==> config.mk <==
export PLATFORM = sky130hd
export DESIGN_NAME = vga_sync_gen
export DESIGN_NICKNAME = d
export VERILOG_FILES = /design/src/rtl/vga_sync_gen.sv
export SDC_FILE = /design/constraint.sdc
export NUM_CORES = 1
export LEC_CHECK = 0
export BUFFER_PORTS_ARGS = -buffer_cell sky130_fd_sc_hd__buf_2
export CAP_MARGIN = 20
export CORE_ASPECT_RATIO = 0.5
export CORE_MARGIN = 8
export CORE_UTILIZATION = 50
export DETAILED_ROUTE_END_ITERATION = 6
export PLACE_DENSITY_LB_ADDON = 0.05
export SLEW_MARGIN = 20
export SYNTH_ARGS = -nofsm -noshare
export SYNTH_HDL_FRONTEND = slang
export SYNTH_SLANG_ARGS = --single-unit
export TNS_END_PERCENT = 30
==> constraint.sdc <==
create_clock -name clk_i -period 1.5 [get_ports clk_i]
set_input_delay 0.3 -clock clk_i [delete_from_list [all_inputs] [get_ports clk_i]]
set_output_delay 0.3 -clock clk_i [all_outputs]
set_load 0.01 [all_outputs]
==> src/rtl/vga_sync_gen.sv <==
// vga_sync_gen: VGA display timing generator.
//   Divides clk_i down to a pixel enable and runs horizontal and vertical counters.
//   From those counters it decodes, in registers, the syncs, the active-video flag and
//   the visible-pixel coordinates. It also blanks the incoming pattern colour outside
//   the visible area.
// Ports:
//   clk_i          system clock
//   rst_ni         asynchronous active-low reset
//   rgb_i          colour from the pattern generator, {R,G,B}
//   rgb_o          colour to the DAC pins, forced to 0 outside the visible area
//   hsync_o        horizontal sync (level set by SYNC_POL)
//   vsync_o        vertical sync (level set by SYNC_POL)
//   video_on_o     high while the current pixel is visible
//   row_o          current visible line, 0 while blanked
//   column_o       current visible pixel, 0 while blanked
//   frame_start_o  one-clk_i pulse when pixel (0,0) is loaded
module vga_sync_gen #(
    parameter int unsigned CLK_DIV   = 2,
    parameter int unsigned H_VISIBLE = 640,
    parameter int unsigned H_FRONT   = 16,
    parameter int unsigned H_SYNC    = 96,
    parameter int unsigned H_BACK    = 48,
    parameter int unsigned V_VISIBLE = 480,
    parameter int unsigned V_FRONT   = 10,
    parameter int unsigned V_SYNC    = 2,
    parameter int unsigned V_BACK    = 33,
    parameter logic        SYNC_POL  = 1'b0
) (
    input  logic       clk_i,
    input  logic       rst_ni,
    input  logic [2:0] rgb_i,
    output logic [2:0] rgb_o,
    output logic       hsync_o,
    output logic       vsync_o,
    output logic       video_on_o,
    output logic [8:0] row_o,
    output logic [9:0] column_o,
    output logic       frame_start_o
);

    localparam int unsigned H_TOTAL = H_VISIBLE + H_FRONT + H_SYNC + H_BACK;
    localparam int unsigned V_TOTAL = V_VISIBLE + V_FRONT + V_SYNC + V_BACK;
    localparam int unsigned HW      = (H_TOTAL > 1) ? $clog2(H_TOTAL) : 1;
    localparam int unsigned VW      = (V_TOTAL > 1) ? $clog2(V_TOTAL) : 1;
    localparam int unsigned DW      = (CLK_DIV > 1) ? $clog2(CLK_DIV) : 1;

    localparam logic [DW-1:0] DIV_LAST = DW'(CLK_DIV - 1);
    localparam logic [HW-1:0] H_LAST   = HW'(H_TOTAL - 1);
    localparam logic [VW-1:0] V_LAST   = VW'(V_TOTAL - 1);

    localparam int unsigned H_SYNC_START = H_VISIBLE + H_FRONT;
    localparam int unsigned H_SYNC_END   = H_VISIBLE + H_FRONT + H_SYNC;
    localparam int unsigned V_SYNC_START = V_VISIBLE + V_FRONT;
    localparam int unsigned V_SYNC_END   = V_VISIBLE + V_FRONT + V_SYNC;

    logic [DW-1:0] div_cnt_q, div_cnt_d;
    logic [HW-1:0] h_cnt_q, h_cnt_d;
    logic [VW-1:0] v_cnt_q, v_cnt_d;
    logic          pix_en;

    logic          video_on_q, video_on_d;
    logic          hsync_q, hsync_d;
    logic          vsync_q, vsync_d;
    logic [8:0]    row_q, row_d;
    logic [9:0]    column_q, column_d;
    logic          frame_start_q, frame_start_d;

    logic          vis, h_in_sync, v_in_sync;

    // With CLK_DIV=1 the counter is stuck at 0 == DIV_LAST, so pix_en is always high.
    assign pix_en = (div_cnt_q == DIV_LAST);

    always_comb begin
        div_cnt_d = pix_en ? '0 : div_cnt_q + 1'b1;
        h_cnt_d   = h_cnt_q;
        v_cnt_d   = v_cnt_q;
        if (pix_en) begin
            if (h_cnt_q == H_LAST) begin
                h_cnt_d = '0;
                v_cnt_d = (v_cnt_q == V_LAST) ? '0 : v_cnt_q + 1'b1;
            end else begin
                h_cnt_d = h_cnt_q + 1'b1;
            end
        end
    end

    // Decode from the pre-advance counters; results are captured on pix_en only.
    always_comb begin
        vis       = (32'(h_cnt_q) < H_VISIBLE) && (32'(v_cnt_q) < V_VISIBLE);
        h_in_sync = (32'(h_cnt_q) >= H_SYNC_START) && (32'(h_cnt_q) < H_SYNC_END);
        v_in_sync = (32'(v_cnt_q) >= V_SYNC_START) && (32'(v_cnt_q) < V_SYNC_END);

        video_on_d = video_on_q;
        hsync_d    = hsync_q;
        vsync_d    = vsync_q;
        row_d      = row_q;
        column_d   = column_q;
        if (pix_en) begin
            video_on_d = vis;
            hsync_d    = h_in_sync ? SYNC_POL : ~SYNC_POL;
            vsync_d    = v_in_sync ? SYNC_POL : ~SYNC_POL;
            row_d      = vis ? 9'(v_cnt_q) : 9'd0;
            column_d   = vis ? 10'(h_cnt_q) : 10'd0;
        end

        // Only true on the single pix_en edge that loads (0,0); drops on the next clk_i.
        frame_start_d = pix_en && (h_cnt_q == '0) && (v_cnt_q == '0);
    end

    always_ff @(posedge clk_i or negedge rst_ni) begin
        if (!rst_ni) begin
            div_cnt_q     <= '0;
            h_cnt_q       <= '0;
            v_cnt_q       <= '0;
            video_on_q    <= 1'b0;
            hsync_q       <= ~SYNC_POL;
            vsync_q       <= ~SYNC_POL;
            row_q         <= '0;
            column_q      <= '0;
            frame_start_q <= 1'b0;
        end else begin
            div_cnt_q     <= div_cnt_d;
            h_cnt_q       <= h_cnt_d;
            v_cnt_q       <= v_cnt_d;
            video_on_q    <= video_on_d;
            hsync_q       <= hsync_d;
            vsync_q       <= vsync_d;
            row_q         <= row_d;
            column_q      <= column_d;
            frame_start_q <= frame_start_d;
        end
    end

    assign video_on_o    = video_on_q;
    assign hsync_o       = hsync_q;
    assign vsync_o       = vsync_q;
    assign row_o         = row_q;
    assign column_o      = column_q;
    assign frame_start_o = frame_start_q;

    // Combinational blanking keeps a combinational pattern generator aligned with the syncs.
    assign rgb_o = video_on_q ? rgb_i : 3'b000;

endmodule
# [Yosys cells after proc, flatten, opt, wreduce, memory -nomap -nowiden]
# Cells that the tools add are included.
[totals] ff_bits=44 in_bits=5 out_inout_bits=26 word_cells=36
[classes] addsub=3 n_lt_le_gt_ge=6 n_eq_ne=2 n_mux=8 reduce_logical=8
[op_table] cell="2-to-1 mux 10 bit" n=3
[op_table] cell="adder 10 x 1 -> 10 bit, second input constant" n=2
[op_table] cell="== test 10 bit, second input constant" n=2
[op_table] cell="zero test 10 bit" n=2
[op_table] cell="less-than comparator 10 bit, second input constant" n=2
[op_table] cell="less-than comparator 10 x 9 -> 1 bit, second input constant" n=2
[op_table] cell="greater-or-equal comparator 10 bit, second input constant" n=1
[op_table] cell="greater-or-equal comparator 10 x 9 -> 1 bit, second input constant" n=1
[op_table] cell="2-to-1 mux 9 bit" n=1
[op_table] cell="logical AND 1 bit" n=5
[op_table] cell="2-to-1 mux 1 bit" n=3
[op_table] cell="2-to-1 mux 3 bit" n=1
[op_table] cell="AND reduction 2 bit" n=1
[op_table] cell="adder 1 bit, second input constant" n=1

# [Longest topological paths before layout]
[logic_depth] depth_word=3 ltp_mapped=6 ltp_nobuf=6

# [Worst setup path after synthesis]
# OpenSTA, ideal clock, no wires.
[synth_timing] kind="register to register" from="register h_cnt_q[5]" to="register v_cnt_q[3]" setup_time_ps=81 arrival_time_ps=1444 path_slack_ps=-25 path_stages_with_launch=7 period_less_slack_ps=1525 path_cell_list="dfrtp_1 buf_6 or2_4 nor4_4 buf_6 a21oi_2 a31oi_2"
[synth_via] elab_chain_len=2
[synth_rtl] element="from (decl)" line_no="57" rtl="logic [HW-1:0] h_cnt_q, h_cnt_d;"
[synth_rtl] element="from (signal assigned)" line_no="123" rtl="h_cnt_q <= h_cnt_d;"
[synth_rtl] element="== test 10 bit" line_no="78" rtl="if (h_cnt_q == H_LAST) begin"
[synth_rtl] element="AND reduction 2 bit (no source line)"
[synth_rtl] element="to (signal assigned)" line_no="124" rtl="v_cnt_q <= v_cnt_d;"
[synth_rtl] element="to (decl)" line_no="58" rtl="logic [VW-1:0] v_cnt_q, v_cnt_d;"
# Every way passes these cells.
# A chain may end at the register's enable or synchronous reset.

# [Final worst setup path]
[layout_timing] from="register div_cnt_q" to="register v_cnt_q[6]"
[layout_via] elab_chain_len=1
[layout_rtl] element="from (decl)" line_no="56" rtl="logic [DW-1:0] div_cnt_q, div_cnt_d;"
[layout_rtl] element="from (signal assigned)" line_no="122" rtl="div_cnt_q <= div_cnt_d;"
[layout_rtl] element="AND reduction 2 bit (no source line)"
# Every way passes these cells.

==> qor.csv <==
metric,value,unit
failing checks,setup timing,
GRT Total Usage,17.13,%
status,finished with violations,
Layout fillers,271,
crit end category,register,
Clock transition at path regs,90,ps
number of synthesized flops with an enable pin,0,
Rel. slew slack,65.68,%
Nets,263,
GPL Wtd Cong,0.8407,
Top Metal Used,met4,
Max Cap Viol,0,
final setup violation count,10,
register bit count reported by yosys,44,
Startpoint Class,register,
critical path launch point,div_cnt_q$_DFF_PN0_,
placed insts,284,
most frequent cells in the layout,"buf_4 (44), dfrtp_1 (41), buf_2 (30), a22o_1 (19), nand4_1 (8)",
Die X,105.5,um
largest net degree at the start of global routing,24,
placed cell areas,2421,um2
Worst EP required,1710,ps
"leading cell type in the layout, fill and taps excluded",buf_4,
input/output buffers,30,
Area Growth Syn to Fin,39.71,%
R2R setup slack,-90,ps
met2 wire length,2293,um
Synth Cell Area,2001,um2
Least-Margin Pin Slew,514.7,ps
sequential area share after synthesis,55.16,%
Crit path largest cell delay,400,ps
Synth Flop Type,dfrtp_1,
cells after synthesis,180,
Register Area,1105,um2
die area,6404,um2
M1 wire length,2474,um
drt first pass iters,4,
Clock Sinks,44,
critical path peak fanout,8,
Tcrit/Tclk final,105.8,%
Pwr Density,776.7,nW/um2
peak supply drop,0.3859,mV
final instance area,2795,um2
CTS tree,built,
multi-input logic area,893.4,um2
CTS H-tree depth,2,
WL per Instance,16.92,um
Mapped Nets,189,
setup ws final,-87.04,ps
Core ar.,3864,um2
fin. max-slew vios,0,
Hold Crit Class,in -> async,
cell leakage power,0.001363,uW
GRT overflow,0,
Worst Reg-to-Reg Cells,5,
Chip Height,60.73,um
fmax,630.1,MHz
count of different cell masters after synthesis,36,
met3 routed WL,374,um
fraction of registers with async set/reset,100.0,%
WL final,5228,um
Post-Route Skew,13.47,ps
worst r2r dst,v_cnt_q[6]$_DFFE_PN0P_,
latest clock arrival within the worst-skew pair,310,ps
vias in the first global route,1772,
first-pass GRT wire length,8597,um
average vias per placed instance,5.492,
cell breakdown of the critical path,buf_4 -> nand4_1 -> nor4_4 -> nand3_1 -> xnor2_1,
synthesized area per cell,11.11,um2
unrepaired setup endpoints after global routing,true,
Critical R2R Launch,div_cnt_q$_DFF_PN0_,
crit path time final,1587,ps
Layout Cells excl Fill,309,
routed vias,1697,
Initial Util,51.78,%
arrival time worst endpoint,1790,ps
Worst path slowest cell,dfrtp_1,
total CTS buffers,5,
clk buf depth,2,
Crit Path Class,reg -> reg,
root buffer cell,clkbuf_8,
"antenna viol nets, final",0,
row count,16,
initial drt markers,84,
layout cells sized above 1,43.92,%
Ant. Diodes,0,
detailed-placement wirelength estimate,3377,um
Post-route DRC,0,
Hold Fails Final Rpt,0,
synth warn,0,
CP Capture Point,v_cnt_q[6]$_DFFE_PN0P_,
IO Count,31,
initial antenna violation count,0,
cell usage after synthesis, drive strengths merged (4+ instances only):
master | n | area, um2
o21ai | 9 | 45.04
a21oi | 4 | 23.77
nand3 | 11 | 55.05
nor2 | 7 | 26.28
a31oi | 5 | 37.53
ha | 4 | 50.05
nand4 | 8 | 50.05
buf | 10 | 61.30
clkbuf | 5 | 20.01
nor4 | 5 | 52.55
dfrtp | 42 | 1051
nand2 | 8 | 30.03
xnor2 | 7 | 61.31
a22o | 19 | 166.4
inv | 7 | 26.28
and3 | 6 | 37.54
cell families after synthesis:
group / after synthesis / synth area share (%)
XOR/XNOR: 10 / 4.378
AO/OA/AOI/OAI: 39 / 14.38
buffers and inverters: 22 / 5.378
multiplexers: 1 / 0.5003
flip-flops: 44 / 55.16
AND/OR/NAND/NOR: 60 / 17.70
adder cells (fa/ha/maj): 4 / 2.502
metal layers:
layer  track usage, %  vias up
met2            25.87       65
met3            5.614       10
met4            6.627        0
li1                 -      795
met1            22.55      827
met5                0        -
state kept, by name, summed over array words and instances (netlist names):
name           flops
h_cnt_q           10
row_o              9
v_cnt_q           10
vsync_o            1
video_on_o         1
frame_start_o      1
column_o          10
div_cnt_q          1
hsync_o            1
layout make-up:
cell class	instances	area share (%)
clock buffers	5	2.462
clock inverters	3	1.701
inverters	7	0.9400
multi-input cells	114	31.96
flip-flops and latches	44	39.53
well taps	54	2.417
repair buffers	82	20.99
critical path: cells and delay by family (launching register included):
kind | cells | cell delay [ps]
XOR/XNOR | 1 | 150
flip-flops | 1 | 400
AND/OR/NAND/NOR | 3 | 760
buffers and inverters | 1 | 180
power by group:
part | internal, uW | switching [uW] | total (uW)
logic | 15.3 | 28.7 | 43.9
registers | 1190 | 0 | 1190
clock network | 502 | 440 | 942
total | 1700 | 469 | 2170
repair_timing:
| item | in CTS | in global routing |
|---|---|---|
| hold buffers | 1 | 0 |
| cloned | 1 | 0 |
| setup buffers | 11 | 4 |
| pin swaps | 10 | 7 |
| hold endpoints to repair | 19 | 0 |
| gates resized for setup | 11 | 18 |
| setup endpoints to repair | 10 | 37 |
per-stage QoR:
stage                     setup TNS (ps)  worst slack [ps]  total power (uW)  utilization, %  hold WS (ps)
after detailed placement          -598.3            -124.3              1253           62.66         302.6
after floorplan                        0             4.874              1214               -         4.409
after global routing               -2096            -160.6              2248           72.34         507.3
final                             -451.5            -87.04              2171           72.34         494.0
after CTS                         -112.9            -39.30              2191           69.88         492.3
after global placement            -266.8            -117.4              1252           62.66         294.0
how the worst min path moves through the flow:
stage / from / endpoint / slack (ps) / depth (start not counted)
after floorplan: rst_ni / column_o[0]$_DFFE_PN0P_ / 4 / 0
after global placement: rst_ni / column_o[6]$_DFFE_PN0P_ / 290 / 1
after detailed placement: rst_ni / column_o[6]$_DFFE_PN0P_ / 300 / 1
after CTS: vsync_o$_DFFE_PN1P_ / vsync_o$_DFFE_PN1P_ / 490 / 2
after global routing: hsync_o$_DFFE_PN1P_ / hsync_o$_DFFE_PN1P_ / 510 / 2
final: rst_ni / column_o[6]$_DFFE_PN0P_ / 490 / 2
(Power assumes the default switching activity.)
